[src/rtl/mini_core_accel_pkg.sv]
// mini_core_accel_pkg: CR map, lane FSM states and operand/result types for the accelerator farm
package mini_core_accel_pkg;
  localparam int INT8_MULTIPLIER_NUM = 16;
  localparam int NUM_WIDTH_INT8 = 8;
  localparam logic [31:0] CR_MEM_REGION_FLOOR = 32'h00FE_F000;
  localparam logic [31:0] CR_MEM_REGION_ROOF = 32'h00FE_FFFF;
  localparam logic [31:0] CR_MULTIPLICANT_0 = 32'h00FE_F000;
  localparam logic [31:0] CR_MULTIPLIER_0 = 32'h00FE_F001;
  localparam logic [31:0] CR_MUL2CORE_INT8_0 = 32'h00FE_F050;
  localparam logic [31:0] CR_DONE_0 = 32'h00FE_F051;
  localparam logic [31:0] CR_DEBUG_0 = 32'h00FE_FF00;
  // Low-half offsets; the window check pins the upper half, so decode compares only these
  localparam logic [15:0] CR_MULT_OFF = 16'hF000;
  localparam logic [15:0] CR_RES_OFF = 16'hF050;
  localparam logic [15:0] CR_DEBUG_OFF = 16'hFF00;
  localparam int CR_STRIDE = 2;
  typedef enum logic [1:0] {PRE_START, COMPUTE, DONE} t_mul_int8_states;
  typedef struct packed {
    logic [NUM_WIDTH_INT8-1:0] multiplicant;
    logic [NUM_WIDTH_INT8-1:0] multiplier;
  } t_cr_int8_multiplier;
  typedef struct packed {
    logic start;
    logic abort;
    t_cr_int8_multiplier ops;
  } t_mul_int8_input;
  typedef struct packed {
    logic [2*NUM_WIDTH_INT8-1:0] result;
    logic done;
    logic busy;
  } t_mul_int8_output;
  typedef t_mul_int8_input [INT8_MULTIPLIER_NUM-1:0] t_accel_farm_input;
  typedef t_mul_int8_output [INT8_MULTIPLIER_NUM-1:0] t_accel_farm_output;
  typedef logic [31:0] t_cr_debug;
endpackage

[src/rtl/mini_core_accel_cr_farm_if.sv]
// mini_core_accel_cr_farm_if: core->accelerator CR access bus
interface mini_core_accel_cr_farm_if
  import mini_core_accel_pkg::*;
#(parameter int MUL_NUM = INT8_MULTIPLIER_NUM);
  logic cr_wr_en;
  logic cr_rd_en;
  logic [31:0] cr_address;
  logic [31:0] cr_wr_data;
  logic [31:0] cr_rd_data;
  logic [MUL_NUM-1:0] mul_busy;
  modport master (output cr_wr_en, cr_rd_en, cr_address, cr_wr_data, input cr_rd_data, mul_busy);
  modport slave (input cr_wr_en, cr_rd_en, cr_address, cr_wr_data, output cr_rd_data, mul_busy);
endinterface

[src/rtl/mini_core_accel_mul_int8_seq.sv]
// mini_core_accel_mul_int8_seq: one unsigned 8x8 shift-add lane, one multiplier bit per cycle
module mini_core_accel_mul_int8_seq
  import mini_core_accel_pkg::*;
(
  input  logic             clk,
  input  logic             rst,
  input  t_mul_int8_input  lane_in,
  output t_mul_int8_output lane_out
);
  t_mul_int8_states state;
  t_cr_int8_multiplier ops;
  logic [2:0] cnt;
  logic [2*NUM_WIDTH_INT8-1:0] acc, term;
  assign term = ops.multiplier[cnt] ? (2*NUM_WIDTH_INT8)'(ops.multiplicant) << cnt : '0;
  // start outranks everything so a rewrite mid-COMPUTE can never publish the stale product
  always_ff @(posedge clk or posedge rst) begin
    if (rst) begin
      state <= PRE_START;
      ops <= '0;
      cnt <= '0;
      acc <= '0;
      lane_out <= '0;
    end else if (lane_in.start) begin
      state <= COMPUTE;
      ops <= lane_in.ops;
      cnt <= '0;
      acc <= '0;
      lane_out.done <= 1'b0;
      lane_out.busy <= 1'b1;
    end else begin
      if (state == COMPUTE) begin
        acc <= acc + term;
        cnt <= cnt + 3'd1;
        if (cnt == 3'd7) begin
          state <= DONE;
          lane_out.result <= acc + term;
          lane_out.done <= 1'b1;
          lane_out.busy <= 1'b0;
        end
      end
      if (lane_in.abort) lane_out.done <= 1'b0;
    end
  end
endmodule

[src/rtl/mini_core_accel_cr_farm.sv]
// mini_core_accel_cr_farm: CR decode, operand/debug registers and read mux in front of the multiplier lanes
module mini_core_accel_cr_farm
  import mini_core_accel_pkg::*;
#(
  parameter int MUL_NUM = INT8_MULTIPLIER_NUM,
  parameter int OP_WIDTH = NUM_WIDTH_INT8
)
(
  input logic clk,
  input logic rst,
  mini_core_accel_cr_farm_if.slave cr
);
  t_cr_int8_multiplier ops [MUL_NUM];
  t_mul_int8_output lane_out [MUL_NUM];
  t_cr_debug cr_debug_0;
  logic [MUL_NUM-1:0] wr_a, wr_b, start, busy;
  logic [31:0] rd_mux;
  logic [15:0] off;
  logic in_win, wr_dbg;
  assign in_win = cr.cr_address >= CR_MEM_REGION_FLOOR && cr.cr_address <= CR_MEM_REGION_ROOF;
  assign off = cr.cr_address[15:0];
  assign wr_dbg = cr.cr_wr_en && in_win && off == CR_DEBUG_OFF;
  always_comb begin
    wr_a = '0;
    wr_b = '0;
    rd_mux = (in_win && off == CR_DEBUG_OFF) ? cr_debug_0 : '0;
    for (int i = 0; i < MUL_NUM; i++) begin
      wr_a[i] = cr.cr_wr_en && in_win && off == CR_MULT_OFF + 16'(CR_STRIDE*i);
      wr_b[i] = cr.cr_wr_en && in_win && off == CR_MULT_OFF + 16'(CR_STRIDE*i + 1);
      if (in_win && off == CR_RES_OFF + 16'(CR_STRIDE*i)) rd_mux = {16'b0, lane_out[i].result};
      if (in_win && off == CR_RES_OFF + 16'(CR_STRIDE*i + 1)) rd_mux = {31'b0, lane_out[i].done};
    end
  end
  // a multiplicand write to a busy lane also restarts it so the running product never mixes operands
  always_ff @(posedge clk or posedge rst) begin
    if (rst) begin
      for (int i = 0; i < MUL_NUM; i++) ops[i] <= '0;
      start <= '0;
      cr_debug_0 <= '0;
      cr.cr_rd_data <= '0;
    end else begin
      for (int i = 0; i < MUL_NUM; i++) begin
        if (wr_a[i]) ops[i].multiplicant <= cr.cr_wr_data[OP_WIDTH-1:0];
        if (wr_b[i]) ops[i].multiplier <= cr.cr_wr_data[OP_WIDTH-1:0];
      end
      start <= wr_b | (wr_a & busy);
      if (wr_dbg) cr_debug_0 <= cr.cr_wr_data;
      if (cr.cr_rd_en) cr.cr_rd_data <= rd_mux;
    end
  end
  for (genvar g = 0; g < MUL_NUM; g++) begin : g_lane
    mini_core_accel_mul_int8_seq u_lane (
      .clk(clk),
      .rst(rst),
      .lane_in('{start: start[g], abort: wr_a[g] | wr_b[g], ops: ops[g]}),
      .lane_out(lane_out[g])
    );
    assign busy[g] = lane_out[g].busy;
  end
  assign cr.mul_busy = busy;
endmodule

[src/flat_wrapper.sv]
// flat-port wrapper written by rule: the top's interface ports become plain ports
module mini_core_accel_cr_farm_flat import mini_core_accel_pkg::*;
#(
  parameter int MUL_NUM = INT8_MULTIPLIER_NUM,
  parameter int OP_WIDTH = NUM_WIDTH_INT8
)
  (clk, rst, cr_cr_wr_en, cr_cr_rd_en, cr_cr_address, cr_cr_wr_data, cr_cr_rd_data, cr_mul_busy);
  mini_core_accel_cr_farm_if #(.MUL_NUM(MUL_NUM)) cr_i ();
  input logic clk;
  input logic rst;
  input wire logic [$bits(cr_i.cr_wr_en)-1:0] cr_cr_wr_en;
  input wire logic [$bits(cr_i.cr_rd_en)-1:0] cr_cr_rd_en;
  input wire logic [$bits(cr_i.cr_address)-1:0] cr_cr_address;
  input wire logic [$bits(cr_i.cr_wr_data)-1:0] cr_cr_wr_data;
  output wire logic [$bits(cr_i.cr_rd_data)-1:0] cr_cr_rd_data;
  output wire logic [$bits(cr_i.mul_busy)-1:0] cr_mul_busy;
  assign cr_i.cr_wr_en = cr_cr_wr_en;
  assign cr_i.cr_rd_en = cr_cr_rd_en;
  assign cr_i.cr_address = cr_cr_address;
  assign cr_i.cr_wr_data = cr_cr_wr_data;
  assign cr_cr_rd_data = cr_i.cr_rd_data;
  assign cr_mul_busy = cr_i.mul_busy;
  mini_core_accel_cr_farm #(.MUL_NUM(MUL_NUM), .OP_WIDTH(OP_WIDTH)) u_core (.clk(clk), .rst(rst), .cr(cr_i));
endmodule
[config.mk]
export PLATFORM = sky130hd
export DESIGN_NAME = mini_core_accel_cr_farm_flat
export DESIGN_NICKNAME = d
export VERILOG_FILES = /design/src/rtl/mini_core_accel_pkg.sv /design/src/rtl/mini_core_accel_cr_farm_if.sv /design/src/rtl/mini_core_accel_mul_int8_seq.sv /design/src/rtl/mini_core_accel_cr_farm.sv /design/src/flat_wrapper.sv
export SDC_FILE = /design/constraint.sdc
export NUM_CORES = 2
export LEC_CHECK = 0
export BUFFER_PORTS_ARGS = -buffer_cell sky130_fd_sc_hd__buf_2
export CAP_MARGIN = 25
export CORE_MARGIN = 2
export CORE_UTILIZATION = 55
export CTS_CLUSTER_SIZE = 16
export DETAILED_ROUTE_END_ITERATION = 12
export PLACE_DENSITY_LB_ADDON = 0.3
export SYNTH_ARGS = -nofsm -noshare
export SYNTH_HDL_FRONTEND = slang
export SYNTH_SLANG_ARGS = --single-unit
[constraint.sdc]
create_clock -name clk -period 56.9 [get_ports clk]
set_clock_uncertainty 0.05 [all_clocks]
set_input_delay 8.535 -clock clk [delete_from_list [all_inputs] [get_ports clk]]
set_output_delay 8.535 -clock clk [all_outputs]
set_load 0.01 [all_outputs]
==> results.cfg <==
[worst_setup_path]
rr_endpoint = u_core.g_lane[5].u_lane.lane_out[17]
crit_chain = buf_2, inv_8, buf_4, buf_4, buf_4, buf_4, buf_4, buf_4
start_kind = input pin
end_kind = asynchronous set/reset pin
crit_slowest_cell = buf_4
rrSetupSlack_ps = 52090
cp.required_ps = 57610
worst_path_most_repeated_cell = buf_4
crit-reg2reg-launch = u_core.g_lane[5].u_lane.cnt[0]
arrival_ps = 13560
reg2regPathDepth = 12
crit_buf_inv = 8
critPathMaxFanout = 123
cp_slowest_stage_delay_ps = 790
crit_type = input pin to asynchronous set/reset pin
crit_family = buffers and inverters

[worst_hold_path]
min_from = u_core.ops[177]
min_to = u_core.ops[177]
hold_path.class = register to register
hold_depth = 2

[place]
dp_hpwl_mm = 118
io_buffers = 115
dpl_cell_area_mm2 = 0.0665
gp_congestion = 0.950

[die]
start_util_pct = 55.5
die_w_um = 347
fp.dieH_um = 347
die_area_mm2 = 0.120
design.core.area_mm2 = 0.117
io_pins = 116
placementRows = 125

[timing]
final_hold_viol_count = 0
finalMaxSlewViolations = 0
slew_headroom_pct = 28.8
rsz0062_at_grt = no
fin_crit_sh_pct = 22.6
tightest_slew_ps = 1060
max_freq_mhz = 77.8
setup-tns-final_ps = 0
fin_crit_ps = 12850
hold_slack_ps = 411
finalSetupViolCount = 0

[routing]
vias = 48400
dr.pass1.iters = 10
vias_per_cell = 6.16
detail-route-antenna-nets = 0
drc = 0
wirelength_mm = 171
drt-initial-drc-count = 4498
drt-wirelength-per-cell_um = 21.7

[clock_network]
ctsHoldBuffers = 0
clkLatencyLatePin_ps = 750
post_cts_buffers = 0
clk_transition_reported_paths_ps = 60
cts_num_sinks = 1200
clock_tree.root_cell = clkbuf_16
h-tree-depth = 4
cts-resized-gates = 0
clockBufferDepth = 3
cts_tree = built
cts_made_buffers = 134

[power]
vdd_ir_drop_max_mv = 0.0303
pwr-share-seq_pct = 47.2
swShare_pct = 21.2
leakage_nw = 33.9
power.total_mw = 1.81
intPower_mw = 1.43
p_sw_mw = 0.384
p_per_area_mw_per_mm2 = 25.4
clockPowerShare_pct = 50.9
comb_power_share_pct = 1.9

[finish]
most-common-layout-cells = dfrtp_1, mux2_2, nand2_1
final_util_pct = 61.1
syn2layout_area_growth_pct = 10.1
layout-drive-gt1-share_pct = 20.0
final_area_mm2 = 0.0712
fin_nets = 6577
final_common_cell = dfrtp_1
num-fill-cells = 9417

[global_route]
grt_pass1_wl_mm = 269
track_usage_pct = 28.3
antenna_found_initial = 12
first_global_vias = 47100
grt-ovfl-total = 0
grt_max_degree = 176

[yosys]
synth_edf_count = 0
synth.area.top_cells = dfrtp_1, mux2_2, ha_1, nand2_1, a21oi_1
synth_flop_cell = dfrtp_1
synth_cells = 6231
synth_seq_cells = 1200
ys_seq_area_share_pct = 46.4
synthArstFlopShare_pct = 100
yosysTopAreaCellShare_pct = 46.4
synth_nets = 6587
synth.distinct_cells = 82
syn_area_per_cell_um2 = 10.4
synth_top_cell_by_area = dfrtp_1
ys_warn_count = 0
synth.cell_area_mm2 = 0.0647

[outcome]
outcome = finished clean

[flow_run]
maxCapViolCount = 0
## power groups by stage
stage                     sequential [mW]  combinational, mW  clock [mW]
after floorplan                     0.871             0.0180           0
after global placement              0.869             0.0354           0
after detailed placement            0.869             0.0360           0
after CTS                           0.853             0.0360       0.938
after global routing                0.853             0.0390       0.972
final                               0.854             0.0352       0.921
## routing by layer
layer / global-route usage (%) / vias up / share of wire, %
met5: 0 / - / 0.021
met3: 4.18 / 325 / 6.2
met1: 39.5 / 24200 / 44
li1: - / 22300 / -
met4: 9.90 / 6 / 3.5
met2: 45.1 / 1481 / 46
## state kept, by name, summed over array words and instances (netlist names)
register and flops:
u_core.g_lane.u_lane.cnt 48, u_core.g_lane.u_lane.acc 256, u_core.g_lane.u_lane.state 32, u_core.g_lane.u_lane.lane_out 272
u_core.g_lane.u_lane.ops 256, u_core.cr_debug_0 32, u_core.cr.cr_rd_data 32, u_core.start 16
u_core.ops 256
## cell usage after synthesis (34+ instances only)
| library cell | count |
|---|---|
| inv_1 | 121 |
| buf_1 | 41 |
| nor2_1 | 555 |
| a211o_1 | 41 |
| mux2i_1 | 86 |
| nor3_1 | 126 |
| and2_1 | 34 |
| nand3_1 | 115 |
| nand2b_1 | 72 |
| a21oi_1 | 476 |
| ha_1 | 272 |
| xor2_1 | 80 |
| mux2_2 | 770 |
| o21a_1 | 45 |
| a22oi_1 | 34 |
| a211oi_1 | 80 |
| nor2b_1 | 76 |
| xnor2_1 | 135 |
| dfrtp_1 | 1200 |
| a21o_1 | 45 |
| clkbuf_1 | 263 |
| a22o_1 | 65 |
| o21ai_0 | 211 |
| nand2_1 | 692 |
## worst max-delay path by stage
stage                                  endpoint  slack, ps  cells past startpoint  from
2_1_floorplan           u_core.cr.cr_rd_data[0]      14510                      1   rst
3_3_place_gp     u_core.g_lane[8].u_lane.ops[6]      42490                      8   rst
3_5_place_dp                     u_core.ops[79]      42970                      8   rst
4_1_cts         u_core.g_lane[11].u_lane.acc[7]      43760                      8   rst
5_1_grt         u_core.g_lane[11].u_lane.acc[7]      43190                      8   rst
6_report       u_core.g_lane[11].u_lane.ops[12]      44050                      8   rst
## through the flow
stage,instances,setup WS (ps)
global route,7847,43190
detailed placement,7605,42970
finish,7849,44050
floorplan,6231,14510
CTS,7843,43760
global placement,7597,42490
## kinds of logic (layout without fill, tap and decap cells)
kind of cell    after synthesis  after routing  share of synthesized area, %
compound gates             1286           1286                          12.8
xor+xnor                    215            215                          2.91
fa+ha+maj                   288            288                          5.75
buf+inv                     459            551                          2.82
flops                      1200           1200                          46.4
mux                         891            891                          15.9
other cells                   0              2                             0
simple gates               1892           1892                          13.4
## layout make-up
type                       count  area [um^2]  area share (%)
multi-input combinational   4572        32900            46.2
sequential                  1200        30000            42.2
clock buffer                 189         3940            5.53
tap                         1524         1910            2.68
timing repair buffer         192         1240            1.74
clock inverter                49          773            1.09
inverter                     121          462           0.648
antenna                        2         5.00         0.00703
## worst register-to-register path, cell delays in order (launching register included)
cell	delay (ps)
dfrtp_1	700
mux4_2	610
nand2_1	180
nor3_1	120
ha_1	360
a211o_1	290
a2111oi_0	540
o31ai_1	200
o41ai_1	710
o2111ai_1	300
a21oi_1	290
xor2_1	220
o21ai_0	100
Note: power is estimated with default switching activity, not from simulation.
